$ cat config.mk
export PLATFORM = sky130hd
export DESIGN_NAME = keypad_matrix_scanner_flat
export DESIGN_NICKNAME = d
export VERILOG_FILES = /design/src/rtl/keypad_matrix_scanner_if.sv /design/src/rtl/keypad_matrix_scanner.sv /design/src/flat_wrapper.sv
export SDC_FILE = /design/constraint.sdc
export NUM_CORES = 1
export LEC_CHECK = 0
export ABC_AREA = 1
export BUFFER_PORTS_ARGS = -buffer_cell sky130_fd_sc_hd__clkbuf_2
export CAP_MARGIN = 10
export CELL_PAD_IN_SITES_DETAIL_PLACEMENT = 1
export CELL_PAD_IN_SITES_GLOBAL_PLACEMENT = 2
export CORE_ASPECT_RATIO = 1.25
export CORE_UTILIZATION = 33
export CTS_CLUSTER_SIZE = 25
export DETAILED_ROUTE_END_ITERATION = 10
export GPL_ROUTABILITY_DRIVEN = 0
export PLACE_DENSITY_LB_ADDON = 0.1
export SLEW_MARGIN = 25
export SYNTH_ARGS = -nofsm -noshare
export SYNTH_HDL_FRONTEND = slang
export SYNTH_SLANG_ARGS = --single-unit
$ cat constraint.sdc
create_clock -name clk -period 4 [get_ports clk]
set_clock_uncertainty 0.15 [all_clocks]
set_input_delay 0.8 -clock clk [delete_from_list [all_inputs] [get_ports clk]]
set_output_delay 0.8 -clock clk [all_outputs]
set_load 0.02 [all_outputs]
$ cat src/rtl/keypad_matrix_scanner_if.sv
// ============================================================================
// Module   : keypad_matrix_scanner_if
// Brief    : Valid/ready key-event channel between the keypad scanner and its consumer.
// Revision : 1.0 - initial release
// ============================================================================
`default_nettype none

interface keypad_matrix_scanner_if #(
    parameter int CODE_W = 4
) ();
    logic              evt_valid;
    logic              evt_ready;
    logic [CODE_W-1:0] evt_code;
    logic              evt_press;

    modport master (output evt_valid, evt_code, evt_press, input evt_ready);
    modport slave  (input evt_valid, evt_code, evt_press, output evt_ready);
endinterface

`default_nettype wire

$ cat src/rtl/keypad_matrix_scanner.sv
// ============================================================================
// Module   : keypad_matrix_scanner
// Brief    : ROWS x COLS active-low keypad scan with frame debounce, ghost rejection
//            and press/release events queued in a 2-entry FIFO.
// Revision : 1.0 - initial release
// ============================================================================
`default_nettype none

module keypad_matrix_scanner #(
    parameter int ROWS            = 4,
    parameter int COLS            = 4,
    parameter int SETTLE_CYC      = 16,
    parameter int DEBOUNCE_FRAMES = 3
) (
    input  wire              clk,
    input  wire              rst_n,
    input  wire  [COLS-1:0]  col,
    output logic [ROWS-1:0]  row,
    output logic             held,
    output logic             multi,
    keypad_matrix_scanner_if.master evt
);

    localparam int CODE_W   = $clog2(ROWS * COLS);
    localparam int c_ridx_w = $clog2(ROWS);
    localparam int c_cidx_w = $clog2(COLS);
    localparam int c_set_w  = $clog2(SETTLE_CYC);
    localparam int c_db_w   = $clog2(DEBOUNCE_FRAMES + 1);
    localparam int c_ev_w   = CODE_W + 1;

    localparam logic [c_set_w-1:0]  c_settle_last = c_set_w'(SETTLE_CYC - 1);
    localparam logic [c_ridx_w-1:0] c_row_last    = c_ridx_w'(ROWS - 1);
    localparam logic [c_db_w-1:0]   c_db_full     = c_db_w'(DEBOUNCE_FRAMES);

    localparam logic [1:0] c_cls_none   = 2'd0;
    localparam logic [1:0] c_cls_single = 2'd1;
    localparam logic [1:0] c_cls_multi  = 2'd2;

    logic [COLS-1:0]     r_col_s1, r_col_s2;
    logic [ROWS-1:0]     r_row;
    logic [c_ridx_w-1:0] r_row_idx;
    logic [c_set_w-1:0]  r_settle;
    logic [1:0]          r_frm_hits;
    logic [CODE_W-1:0]   r_frm_code;
    logic [1:0]          r_cand_cls;
    logic [CODE_W-1:0]   r_cand_code;
    logic [c_db_w-1:0]   r_db_cnt;
    logic [1:0]          r_stable_cls;
    logic [CODE_W-1:0]   r_stable_code;
    logic                r_held, r_multi;
    logic [c_ev_w-1:0]   r_mem [0:1];
    logic                r_rd_ptr, r_wr_ptr;
    logic [1:0]          r_fifo_cnt;

    logic [c_ridx_w-1:0] w_row_idx_nxt;
    logic                w_sample, w_frame_end;
    logic [1:0]          w_row_hits;
    logic [c_cidx_w-1:0] w_row_col;
    logic [1:0]          w_hits_sum;
    logic [CODE_W-1:0]   w_code_here, w_code_sum;
    logic [1:0]          w_f_cls;
    logic [CODE_W-1:0]   w_f_code;
    logic                w_same, w_stable, w_changed;
    logic [c_db_w-1:0]   w_db_nxt;
    logic [1:0]          w_need, w_free;
    logic [c_ev_w-1:0]   w_ev0, w_ev1;
    logic                w_pop, w_accept;

    // ---------------- scan timing ----------------
    assign w_sample      = (r_settle == c_settle_last);
    assign w_frame_end   = w_sample && (r_row_idx == c_row_last);
    assign w_row_idx_nxt = !w_sample ? r_row_idx :
                           (r_row_idx == c_row_last) ? '0 : r_row_idx + 1'b1;

    // ---------------- per-row column decode ----------------
    always_comb begin
        w_row_hits = 2'd0;
        w_row_col  = '0;
        for (int c = 0; c < COLS; c++) begin
            if (!r_col_s2[c]) begin
                if (w_row_hits != 2'd2) w_row_hits = w_row_hits + 2'd1;
                w_row_col = c_cidx_w'(c);
            end
        end
    end

    assign w_code_here = CODE_W'(r_row_idx) * CODE_W'(COLS) + CODE_W'(w_row_col);
    assign w_hits_sum  = (({1'b0, r_frm_hits} + {1'b0, w_row_hits}) >= 3'd2) ? 2'd2
                                                                           : r_frm_hits + w_row_hits;
    assign w_code_sum  = (r_frm_hits == 2'd0 && w_row_hits == 2'd1) ? w_code_here : r_frm_code;

    // Hit count saturates at 2, so it doubles as the frame class encoding.
    assign w_f_cls  = w_hits_sum;
    assign w_f_code = (w_hits_sum == c_cls_single) ? w_code_sum : '0;

    // ---------------- debounce ----------------
    assign w_same    = (w_f_cls == r_cand_cls) && (w_f_code == r_cand_code);
    assign w_db_nxt  = !w_same ? c_db_w'(1) :
                       (r_db_cnt == c_db_full) ? r_db_cnt : r_db_cnt + 1'b1;
    assign w_stable  = (w_db_nxt == c_db_full);
    assign w_changed = (w_f_cls != r_stable_cls) || (w_f_code != r_stable_code);

    // ---------------- event generation ----------------
    always_comb begin
        w_need = 2'd0;
        w_ev0  = '0;
        w_ev1  = '0;
        case (r_stable_cls)
            c_cls_none: begin
                if (w_f_cls == c_cls_single) begin
                    w_need = 2'd1;
                    w_ev0  = {1'b1, w_f_code};
                end
            end
            c_cls_single: begin
                w_ev0 = {1'b0, r_stable_code};
                if (w_f_cls == c_cls_single) begin
                    w_need = 2'd2;
                    w_ev1  = {1'b1, w_f_code};
                end else begin
                    w_need = 2'd1;
                end
            end
            c_cls_multi: begin
                if (w_f_cls == c_cls_single) begin
                    w_need = 2'd1;
                    w_ev0  = {1'b1, w_f_code};
                end
            end
            default: begin
                w_need = 2'd0;
            end
        endcase
    end

    // A pop in the same cycle frees its slot for this cycle's push.
    assign w_pop    = (r_fifo_cnt != 2'd0) && evt.evt_ready;
    assign w_free   = 2'd2 - r_fifo_cnt + {1'b0, w_pop};
    assign w_accept = w_frame_end && w_stable && w_changed && (w_free >= w_need);

    // ---------------- state ----------------
    always_ff @(posedge clk or negedge rst_n) begin
        if (!rst_n) begin
            r_col_s1      <= '1;
            r_col_s2      <= '1;
            r_row         <= '1;
            r_row_idx     <= '0;
            r_settle      <= '0;
            r_frm_hits    <= 2'd0;
            r_frm_code    <= '0;
            r_cand_cls    <= c_cls_none;
            r_cand_code   <= '0;
            r_db_cnt      <= '0;
            r_stable_cls  <= c_cls_none;
            r_stable_code <= '0;
            r_held        <= 1'b0;
            r_multi       <= 1'b0;
            r_mem[0]      <= '0;
            r_mem[1]      <= '0;
            r_rd_ptr      <= 1'b0;
            r_wr_ptr      <= 1'b0;
            r_fifo_cnt    <= 2'd0;
        end else begin
            r_col_s1  <= col;
            r_col_s2  <= r_col_s1;
            r_row     <= ~(ROWS'(1) << w_row_idx_nxt);
            r_row_idx <= w_row_idx_nxt;
            r_settle  <= w_sample ? '0 : r_settle + 1'b1;

            if (w_frame_end) begin
                r_frm_hits  <= 2'd0;
                r_frm_code  <= '0;
                r_cand_cls  <= w_f_cls;
                r_cand_code <= w_f_code;
                r_db_cnt    <= w_db_nxt;
            end else if (w_sample) begin
                r_frm_hits <= w_hits_sum;
                r_frm_code <= w_code_sum;
            end

            if (w_accept) begin
                r_stable_cls  <= w_f_cls;
                r_stable_code <= w_f_code;
                r_held        <= (w_f_cls == c_cls_single);
                r_multi       <= (w_f_cls == c_cls_multi);
                if (w_need != 2'd0) r_mem[r_wr_ptr]  <= w_ev0;
                if (w_need == 2'd2) r_mem[~r_wr_ptr] <= w_ev1;
                r_wr_ptr <= r_wr_ptr ^ w_need[0];
            end

            r_rd_ptr   <= r_rd_ptr ^ w_pop;
            r_fifo_cnt <= r_fifo_cnt - {1'b0, w_pop} + (w_accept ? w_need : 2'd0);
        end
    end

    assign row           = r_row;
    assign held          = r_held;
    assign multi         = r_multi;
    assign evt.evt_valid = (r_fifo_cnt != 2'd0);
    assign evt.evt_code  = r_mem[r_rd_ptr][CODE_W-1:0];
    assign evt.evt_press = r_mem[r_rd_ptr][CODE_W];

endmodule

`default_nettype wire
$ cat src/flat_wrapper.sv
// flat-port wrapper written by rule: the top's interface ports become plain ports
module keypad_matrix_scanner_flat 
#(
    parameter int ROWS            = 4,
    parameter int COLS            = 4,
    parameter int SETTLE_CYC      = 16,
    parameter int DEBOUNCE_FRAMES = 3
)
  (clk, rst_n, col, row, held, multi, evt_evt_valid, evt_evt_code, evt_evt_press, evt_evt_ready);
  keypad_matrix_scanner_if evt_i ();
  input  wire clk;
  input  wire rst_n;
  input  wire  [COLS-1:0] col;
  output logic [ROWS-1:0] row;
  output logic held;
  output logic multi;
  output wire logic [$bits(evt_i.evt_valid)-1:0] evt_evt_valid;
  output wire logic [$bits(evt_i.evt_code)-1:0] evt_evt_code;
  output wire logic [$bits(evt_i.evt_press)-1:0] evt_evt_press;
  input wire logic [$bits(evt_i.evt_ready)-1:0] evt_evt_ready;
  assign evt_evt_valid = evt_i.evt_valid;
  assign evt_evt_code = evt_i.evt_code;
  assign evt_evt_press = evt_i.evt_press;
  assign evt_i.evt_ready = evt_evt_ready;
  keypad_matrix_scanner #(.ROWS(ROWS), .COLS(COLS), .SETTLE_CYC(SETTLE_CYC), .DEBOUNCE_FRAMES(DEBOUNCE_FRAMES)) u_core (.clk(clk), .rst_n(rst_n), .col(col), .row(row), .held(held), .multi(multi), .evt(evt_i));
endmodule
==> results of run 1 <==
[worst max-delay path by stage]
| stage | from | endpoint | slack, ns | depth (start not counted) |
|---|---|---|---|---|
| after global placement | u_core.r_col_s2[1] | u_core.r_fifo_cnt[1] | -0.22 | 30 |
| after global routing | u_core.r_col_s2[0] | u_core.r_fifo_cnt[1] | -0.44 | 29 |
| final | u_core.r_col_s2[0] | u_core.r_fifo_cnt[1] | -0.22 | 31 |
| after floorplan | u_core.r_col_s2[1] | u_core.r_fifo_cnt[1] | -0.17 | 31 |
| after detailed placement | u_core.r_col_s2[1] | u_core.r_fifo_cnt[1] | -0.36 | 30 |
| after CTS | u_core.r_col_s2[1] | u_core.r_fifo_cnt[1] | -0.28 | 33 |
[metrics by stage]
| step | cells | setup TNS (ns) |
|---|---|---|
| floorplan | 383 | -0.174 |
| global placement | 551 | -0.218 |
| detailed placement | 551 | -0.716 |
| CTS | 579 | -0.284 |
| global route | 587 | -3.45 |
| finish | 587 | -0.292 |
[worst register-to-register path: cells and delay by family, from the launching register on]
kind            cells  cell delay [ns]
compound gates      2             0.17
buf+inv             9             0.47
xor+xnor            2             0.29
flops               1             0.56
simple gates       13             0.99
fa+ha+maj           5             1.48
[repair_timing]
| action | in CTS | in global routing |
|---|---|---|
| cloned | 0 | 3 |
| buffers inserted | 20 | 7 |
| gates resized for setup | 14 | 27 |
| hold endpoints to repair | 0 | 0 |
| pin swaps | 23 | 27 |
| endpoints found under the setup margin | 9 | 21 |
| hold buffers | 0 | 0 |
[flip-flops by register name (all words and copies together), names as in the netlist]
name and count:
u_core.r_cand_code 4, u_core.r_frm_code 4, u_core.r_settle 4, u_core.r_rd_ptr 1
u_core.r_frm_hits 2, u_core.r_cand_cls 2, u_core.r_wr_ptr 1, u_core.r_row_idx 2
u_core.r_fifo_cnt 2, u_core.multi 1, u_core.r_mem 10, u_core.row 4
u_core.held 1, u_core.r_stable_cls 2, u_core.r_col_s2 4, u_core.r_stable_code 4
u_core.r_db_cnt 2, u_core.r_col_s1 4
[layer usage]
metal  part of all wire [%]  global-route usage (%)  vias up
met4                    1.4                    5.91        0
met2                     52                    33.1       15
met5                      0                       0        -
met3                    1.3                    2.77        7
met1                     45                    25.1     1330
li1                       -                       -     1360
[power by group]
group / switching, mW / internal, mW
combinational: 0.447 / 0.332
clock: 0.217 / 0.252
sequential: 0.0383 / 0.583
[logic make-up (layout without fill, tap and decap cells)]
logic type / Yosys count / count (layout)
and+or+nand+nor: 161 / 161
buffers and inverters: 82 / 163
AOI/OAI and AO/OA: 66 / 66
DFF: 54 / 54
adders and majority gates: 12 / 12
xor gates and xnor gates: 8 / 8
[layout make-up]
type	instances	area share, %
Multi-Input combinational cell	247	38.2
Sequential cell	54	32.7
Timing Repair Buffer	79	14.7
Inverter	76	6.95
Tap cell	123	3.68
Clock buffer	6	3.32
Clock inverter	2	0.389
[cells in the mapped netlist (2+ instances only)]
library cell	count	area, um^2
inv_1	69	259
clkbuf_1	2	7.51
buf_4	2	15.0
xor2_1	5	43.8
a21oi_1	4	20.0
o21ai_0	25	125
o22ai_1	17	106
nand2_4	4	45.0
inv_2	7	26.3
nor2_4	4	45.0
nand3_4	3	52.6
nand3_2	2	20.0
xnor2_1	2	17.5
nand2_2	12	75.1
nor2_1	21	78.8
nand4_1	7	43.8
ha_1	11	138
dfrtp_1	42	1050
nand2_1	91	342
nand3_1	12	60.1
dfstp_2	12	315
o21ai_2	8	70.1
o21ai_1	11	55.1
nor2_2	3	18.8
[placed cells by master (no fill, tap or decap), drive strengths merged]
cell type and instances:
dfstp 12, ha 11, dfrtp 42, o21ai 44
o22ai 17, xnor2 2, nand2 107, a31o 1
fa 1, nor2 28, a21oi 4, nand3 17
xor2 6, inv 77, or2 2, buf 59
nand4 7, clkinvlp 1, clkbuf 26
==> results_dict.tcl, run 1 <==
set metrics [dict create \
    min_from "u_core.r_col_s1[3]" \
    drc 0 \
    drt_iter0_markers 97 \
    synth_top_family_by_area "simple AND/OR/NAND/NOR gates" \
    setup.worst_path.end_class "flop" \
    dieArea_um2 9830 \
    initial_core_util_pct 33.9 \
    port_buffers 18 \
    synthDistinctLibCells 31 \
    fin_util_pct 45.6 \
    core-area_um2 9170 \
    power_mw 1.87 \
    fin_crit_sh_pct 105 \
    htree_levels 2 \
    grt_start_max_net_pins 55 \
    slew_headroom_pct 52.1 \
    track_usage_pct 19.4 \
    post_drt_wl_per_cell_um 14.8 \
    p_leak_nw 2.04 \
    slowest_stage "dfstp_2" \
    wl_um 8680 \
    multi_input_area_um2 1600 \
    clkTransAtPathRegs_ns 0.07 \
    antenna_found_initial 0 \
    max_cap_violations 0 \
    fmaxAchievable_ghz 0.237 \
    die_h_um 111 \
    hold_viol_final 0 \
    whs_ns 0.207 \
    pre_cts_ws_ns -0.359 \
    synth-main-ff-cell "dfrtp_1" \
    syn_nets 402 \
    drt-vias-per-instance 4.62 \
    grt_pass1_wl_um 14400 \
    seq_area_um2 1370 \
    antennaDiodeCount 0 \
    area_delta_synth_final_pct 34.2 \
    place_area_um2 3600 \
    hold_end "u_core.r_col_s2[3]" \
    worst_slack_ns -0.216 \
    cp.required_ns 4.05 \
    worstReg2RegEnd "u_core.r_fifo_cnt[1]" \
    critical_path_class "reg -> reg" \
    violations "setup timing" \
    finalInstanceArea_um2 4180 \
    fp-row-count 39 \
    io-pin-count 19 \
    hold_class "reg -> reg" \
    cts_tree "built" \
    num_vias 2712 \
    crit_fanout 6 \
    start_kind "flop" \
    cts_buffer_depth 2 \
    gr-total-overflow 0 \
    max_slew.worst_pin.slew_ns 0.719 \
    ir_drop_uv 157 \
    die_w_um 88.9 \
    outcome "finished with violations" \
    postRouteAntennaNets 0 \
    synth_compound_area_share_pct 12.4 \
    max_stage_delay_ns 0.56 \
    synthXorXnorAreaFrac_pct 2.49 \
    netlist_area_um2 3110 \
    drive_above_1_share_pct 37.9 \
    clock-sinks 54 \
    setup_violations 9 \
    ys_async_sr_fraction_pct 100 \
    rsz0062_at_grt "true" \
    crit_family "adder cells" \
    cts_made_buffers 5 \
    yosysSeqAreaShare_pct 43.9 \
    avgSynthCellArea_um2 8.13 \
    syn-instance-count 383 \
    rr_worst_depth 31 \
    reg2reg_slack_ns -0.22 \
    min_path_cells 0 \
    dr.pass1.iters 4 \
    synth_warnings 0 \
    nets 482 \
    clkLatencyLatePin_ns 0.30 \
    path_common_cell "inv_1" \
    ys_ff_latch 54 \
    synth_mux_area_share_pct 0 \
    fillCellCount 1133 \
    synthAdderAreaFrac_pct 5.06 \
    grt_pass1_vias 2897 \
    dpl.hpwl_um 6070 \
    min_period_ns 4.22 \
    maxSlewViolCount 0 \
    r2r-start "u_core.r_col_s2[0]" \
    cts-root-buf "clkbuf_16" \
    synth-simple-area-share_pct 25.5 \
    critPathBufInv 9 \
    arrival_ns 4.27 \
    powerDensity_nw_per_um2 447 \
    synth-edff-count 0 \
]
Note: power is estimated with default switching activity, not from simulation.
==> inputs of run 2 (changes only) <==
PLACE_DENSITY = 0.77   (was unset)
PLACE_DENSITY_LB_ADDON = unset   (was 0.1)
SKIP_CTS_REPAIR_TIMING = 1   (was unset)
==> results_dict.tcl, run 2 (synthesis results as in run 1) <==
set metrics [dict create \
    critical_path_class "reg -> reg" \
    final_cell_mix "nand2_1, inv_1, dfrtp_1" \
    fillCellCount 1156 \
    gr-total-overflow 0 \
    rr_worst_depth 33 \
    fin_tns_setup_ns -0.331 \
    arrival_ns 4.29 \
    clkLatencyLatePin_ns 0.30 \
    hold_viol_final 0 \
    cts-root-buf "clkbuf_16" \
    max_cap_violations 0 \
    port_buffers 18 \
    initial_core_util_pct 33.9 \
    slew_headroom_pct 49.1 \
    p_leak_nw 1.94 \
    core-area_um2 9170 \
    cp-endpoint "u_core.r_fifo_cnt[1]" \
    multi_input_area_um2 1540 \
    antenna_found_initial 0 \
    grt_start_max_net_pins 29 \
    path_depth 33 \
    outcome "finished with violations" \
    postRouteAntennaNets 0 \
    worst_slack_ns -0.236 \
    io-pin-count 19 \
    seq_area_um2 1370 \
    worstReg2RegEnd "u_core.r_fifo_cnt[1]" \
    fin_crit_sh_pct 106 \
    largest_reg_flops 10 \
    power_mw 1.81 \
    hold_class "reg -> reg" \
    dpl.hpwl_um 5850 \
    max_slew.worst_pin.slew_ns 0.763 \
    grt_pass1_vias 2759 \
    track_usage_pct 17.3 \
    final_common_cell "nand2_1" \
    fp-row-count 39 \
    wl_um 8060 \
    antennaDiodeCount 0 \
    num_vias 2694 \
    powerDensity_nw_per_um2 450 \
    cp.required_ns 4.05 \
    dieArea_um2 9830 \
    htree_levels 2 \
    critPathBufInv 10 \
    slowest_stage "dfstp_2" \
    die_h_um 111 \
    crit_fanout 5 \
    crit_family "adder cells" \
    rsz0062_at_grt "true" \
    die_w_um 88.9 \
    r2r-start "u_core.r_col_s2[1]" \
    nets 466 \
    cts_tree "built" \
    start_kind "flop" \
    setup.worst_path.end_class "flop" \
    clkTransAtPathRegs_ns 0.07 \
    cts_made_buffers 5 \
    drc 0 \
    critPathLaunch "u_core.r_col_s2[1]" \
    setup_violations 8 \
    post_drt_wl_per_cell_um 14.1 \
    clock-sinks 54 \
    drt-vias-per-instance 4.72 \
    largest-register "u_core.r_mem" \
    drt_iter0_markers 48 \
    max_stage_delay_ns 0.54 \
    fmaxAchievable_ghz 0.236 \
    reg2reg_slack_ns -0.24 \
    dr.pass1.iters 4 \
    area_delta_synth_final_pct 29.0 \
    maxSlewViolCount 0 \
    min_period_ns 4.24 \
    cts_buffer_depth 2 \
    drive_above_1_share_pct 34.4 \
    ir_drop_uv 176 \
    grt_pass1_wl_um 13000 \
    violations "setup timing" \
]
==> run 2: layer usage <==
metal | share of wire (%) | GRT usage, %
met1 | 44 | 21.6
met2 | 53 | 29.7
met3 | 1.6 | 2.69
met4 | 1.9 | 5.70
met5 | 0 | 0
==> run 2: worst min path at each step <==
stage	from	to	slack, ns	cells past startpoint
floorplan	u_core.r_col_s1[0]	u_core.r_col_s2[0]	0.20	0
global placement	u_core.r_col_s1[3]	u_core.r_col_s2[3]	0.20	0
detailed placement	u_core.r_col_s1[3]	u_core.r_col_s2[3]	0.20	0
CTS	u_core.r_col_s1[3]	u_core.r_col_s2[3]	0.21	0
global route	u_core.r_col_s1[0]	u_core.r_col_s2[0]	0.22	0
finish	u_core.r_col_s1[3]	u_core.r_col_s2[3]	0.21	0
==> run 2: layout make-up <==
cell class | instances | area share (%)
Clock buffer | 6 | 3.46
Tap cell | 123 | 3.83
Multi-Input combinational cell | 247 | 38.4
Timing Repair Buffer | 63 | 12.7
Clock inverter | 2 | 0.405
Sequential cell | 54 | 34.0
Inverter | 76 | 7.23
==> run 2: report_power, final <==
part	switching (mW)	internal (mW)
Sequential	0.0354	0.583
Clock	0.210	0.252
Combinational	0.420	0.306
==> run 2: per-stage QoR <==
stage               instance area (um^2)  util [%]  hold slack (ns)  cells  setup slack (ns)
detailed placement                  3600      39.2            0.197    550            -0.355
global placement                    3600      39.2            0.196    550            -0.190
finish                              4020      43.8            0.208    571            -0.236
global route                        4020      43.8            0.216    571            -0.459
floorplan                           3140         -            0.195    383            -0.174
CTS                                 3750      40.9            0.208    558            -0.390
==> inputs of run 3 (changes only) <==
ABC_AREA = unset   (was 1)
CORE_UTILIZATION = 35   (was 33)
CTS_CLUSTER_SIZE = 30   (was 25)
==> results_dict.tcl, run 3 <==
set metrics [dict create \
    yosys.area.top_type "dfrtp_1" \
    die_w_um 84.5 \
    final_cell_mix "dfrtp_1, buf_4, nand2_1" \
    track_usage_pct 18.2 \
    arrival_ns 4.72 \
    fin_crit_sh_pct 116 \
    dieArea_um2 8890 \
    internal-power_mw 1.07 \
    ys_async_sr_fraction_pct 100 \
    port_buffers 18 \
    postRouteAntennaNets 0 \
    post-synth-top-area-fraction_pct 35.3 \
    whs_ns 0.210 \
    power_frac_seq_pct 36.1 \
    antennaDiodeCount 0 \
    fillCellCount 951 \
    synth-main-ff-cell "dfrtp_1" \
    antenna_found_initial 0 \
    largest-register "u_core.r_mem" \
    syn_nets 318 \
    synth_warnings 0 \
    fp-row-count 37 \
    grt_start_max_net_pins 26 \
    grt_pass1_vias 2535 \
    finalInstanceArea_um2 3650 \
    setup.worst_path.end_class "flop" \
    grt_pass1_wl_um 12700 \
    slew_headroom_pct 54.6 \
    power_mw 1.74 \
    wl_um 7630 \
    htree_levels 2 \
    post_drt_wl_per_cell_um 17.4 \
    yosysSeqAreaShare_pct 45.8 \
    hold_viol_final 0 \
    crit_fanout 5 \
    reg2reg_slack_ns -0.64 \
    min_period_ns 4.64 \
    cts_tree "built" \
    fmaxAchievable_ghz 0.216 \
    cp.required_ns 4.09 \
    largest_reg_flops 10 \
    clkTransAtPathRegs_ns 0.09 \
    critical_path_class "reg -> reg" \
    pwr-share-comb_pct 46.5 \
    synthDistinctLibCells 58 \
    cts_buffer_depth 2 \
    nets 360 \
    die_h_um 105 \
    clkPwrFrac_pct 17.4 \
    synth-edff-count 0 \
    syn-instance-count 299 \
    hold_class "reg -> reg" \
    area_delta_synth_final_pct 22.5 \
    dpl.hpwl_um 5760 \
    setup_violations 22 \
    p_sw_uw 672 \
    outcome "finished with violations" \
    cts-root-buf "clkbuf_8" \
    ir_drop_uv 178 \
    drt_iter0_markers 71 \
    place_area_um2 3450 \
    powerDensity_nw_per_um2 477 \
    dr.pass1.iters 4 \
    start_kind "flop" \
    drc 0 \
    drive_above_1_share_pct 33.3 \
    worst_slack_ns -0.638 \
    dp.cells 428 \
    gr-total-overflow 0 \
    io-pin-count 19 \
    initial_core_util_pct 36.2 \
    synth.most_common_cell "dfrtp_1" \
    rsz0062_at_grt "true" \
    p_sw_share_pct 38.5 \
    drt-vias-per-instance 5.51 \
    ys_ff_latch 54 \
    num_vias 2418 \
    fin_util_pct 44.3 \
    core-area_um2 8240 \
    cts_made_buffers 5 \
    clock-sinks 54 \
    max_cap_violations 0 \
    final_cells 439 \
    violations "setup timing" \
    p_leak_nw 1.51 \
    synth.top_cells.by_count "dfrtp_1, nand2_1, inv_1, o21ai_0, nor2_1" \
    maxSlewViolCount 0 \
    clkLatencyLatePin_ns 0.31 \
    max_slew.worst_pin.slew_ns 0.681 \
    final_common_cell "dfrtp_1" \
    avgSynthCellArea_um2 9.97 \
    synth.area.top_cells "dfrtp_1, dfstp_2, ha_1" \
    netlist_area_um2 2980 \
]
run 3: cell count changes in the layout (fill, tap and decap cells not counted), moves of 9 or more:
cell and change:
inv_1 -46, o21ai_2 -9, inv_2 -9, nand2_2 -17
buf_4 -10, o22ai_1 -16, nand2_1 -62
run 3: kinds of logic after synthesis:
family | Yosys count | synth area share, %
AO/OA/AOI/OAI | 89 | 21.0
XOR/XNOR | 11 | 3.23
adder cells (fa/ha/maj) | 12 | 5.29
buffers and inverters | 36 | 5.00
flip-flops | 54 | 45.8
multiplexers | 13 | 5.00
AND/OR/NAND/NOR | 84 | 14.6
run 3: worst max-delay path, stage by stage (launching register included):
cell and delay (ns):
dfstp_2 0.55, inv_2 0.04, ha_4 0.24, mux2i_4 0.20, ha_4 0.24, nor2b_4 0.13
a31oi_4 0.16, fa_2 0.51, nand3_4 0.13, buf_6 0.12, nor2_4 0.03, a21oi_4 0.13
inv_2 0.07, ha_4 0.25, nand2b_4 0.11, a21oi_2 0.05, nor2_1 0.09, nand2_1 0.09
or3b_4 0.38, a311oi_2 0.25, ha_2 0.21, xor2_1 0.16, xnor2_1 0.15, xnor2_1 0.14
run 3: layer usage:
metal | track usage, % | share of wire, % | routed length (um) | vias to the layer above
met5 | 0 | 0 | 0 | -
met4 | 5.21 | 1.2 | 89 | 0
met3 | 2.69 | 2.3 | 173 | 6
met2 | 34.7 | 55 | 4200 | 28
met1 | 20.7 | 41 | 3160 | 1222
li1 | - | - | - | 1162
run 3: per-stage QoR:
stage	worst slack, ns	setup TNS, ns
2_1_floorplan	-0.600	-3.93
3_3_place_gp	-0.464	-3.93
6_report	-0.638	-6.13
4_1_cts	-0.668	-7.38
5_1_grt	-0.896	-9.61
3_5_place_dp	-0.630	-6.93
run 3: cell type report:
| class | instances | area [um^2] | share of cell area [%] |
|---|---|---|---|
| clock buffer | 7 | 76.3 | 2.09 |
| clock inverter | 1 | 7.51 | 0.206 |
| inverter | 20 | 75.1 | 2.06 |
| multi-input combinational | 209 | 1640 | 44.9 |
| sequential | 54 | 1370 | 37.4 |
| tap | 97 | 121 | 3.32 |
| timing repair buffer | 51 | 365 | 10.0 |
run 3: power groups by stage:
stage	Combinational [mW]	Clock, mW	Sequential, mW
finish	0.811	0.304	0.629
global route	0.885	0.338	0.636
CTS	0.726	0.317	0.630
detailed placement	0.721	0	0.641
global placement	0.707	0	0.639
floorplan	0.490	0	0.621
run 3: path summary, 6_finish.rpt:
kind                                          from              endpoint  cells past startpoint
worst max-delay path            u_core.r_col_s2[0]  u_core.r_fifo_cnt[1]                     23
worst min-delay path            u_core.r_col_s1[1]    u_core.r_col_s2[1]                      0
worst max register to register  u_core.r_col_s2[0]  u_core.r_fifo_cnt[1]                     23
worst min register to register  u_core.r_col_s1[1]    u_core.r_col_s2[1]                      0
max in group asynchronous                    rst_n         u_core.row[1]                      2
min in group asynchronous                    rst_n       u_core.r_mem[0]                      1
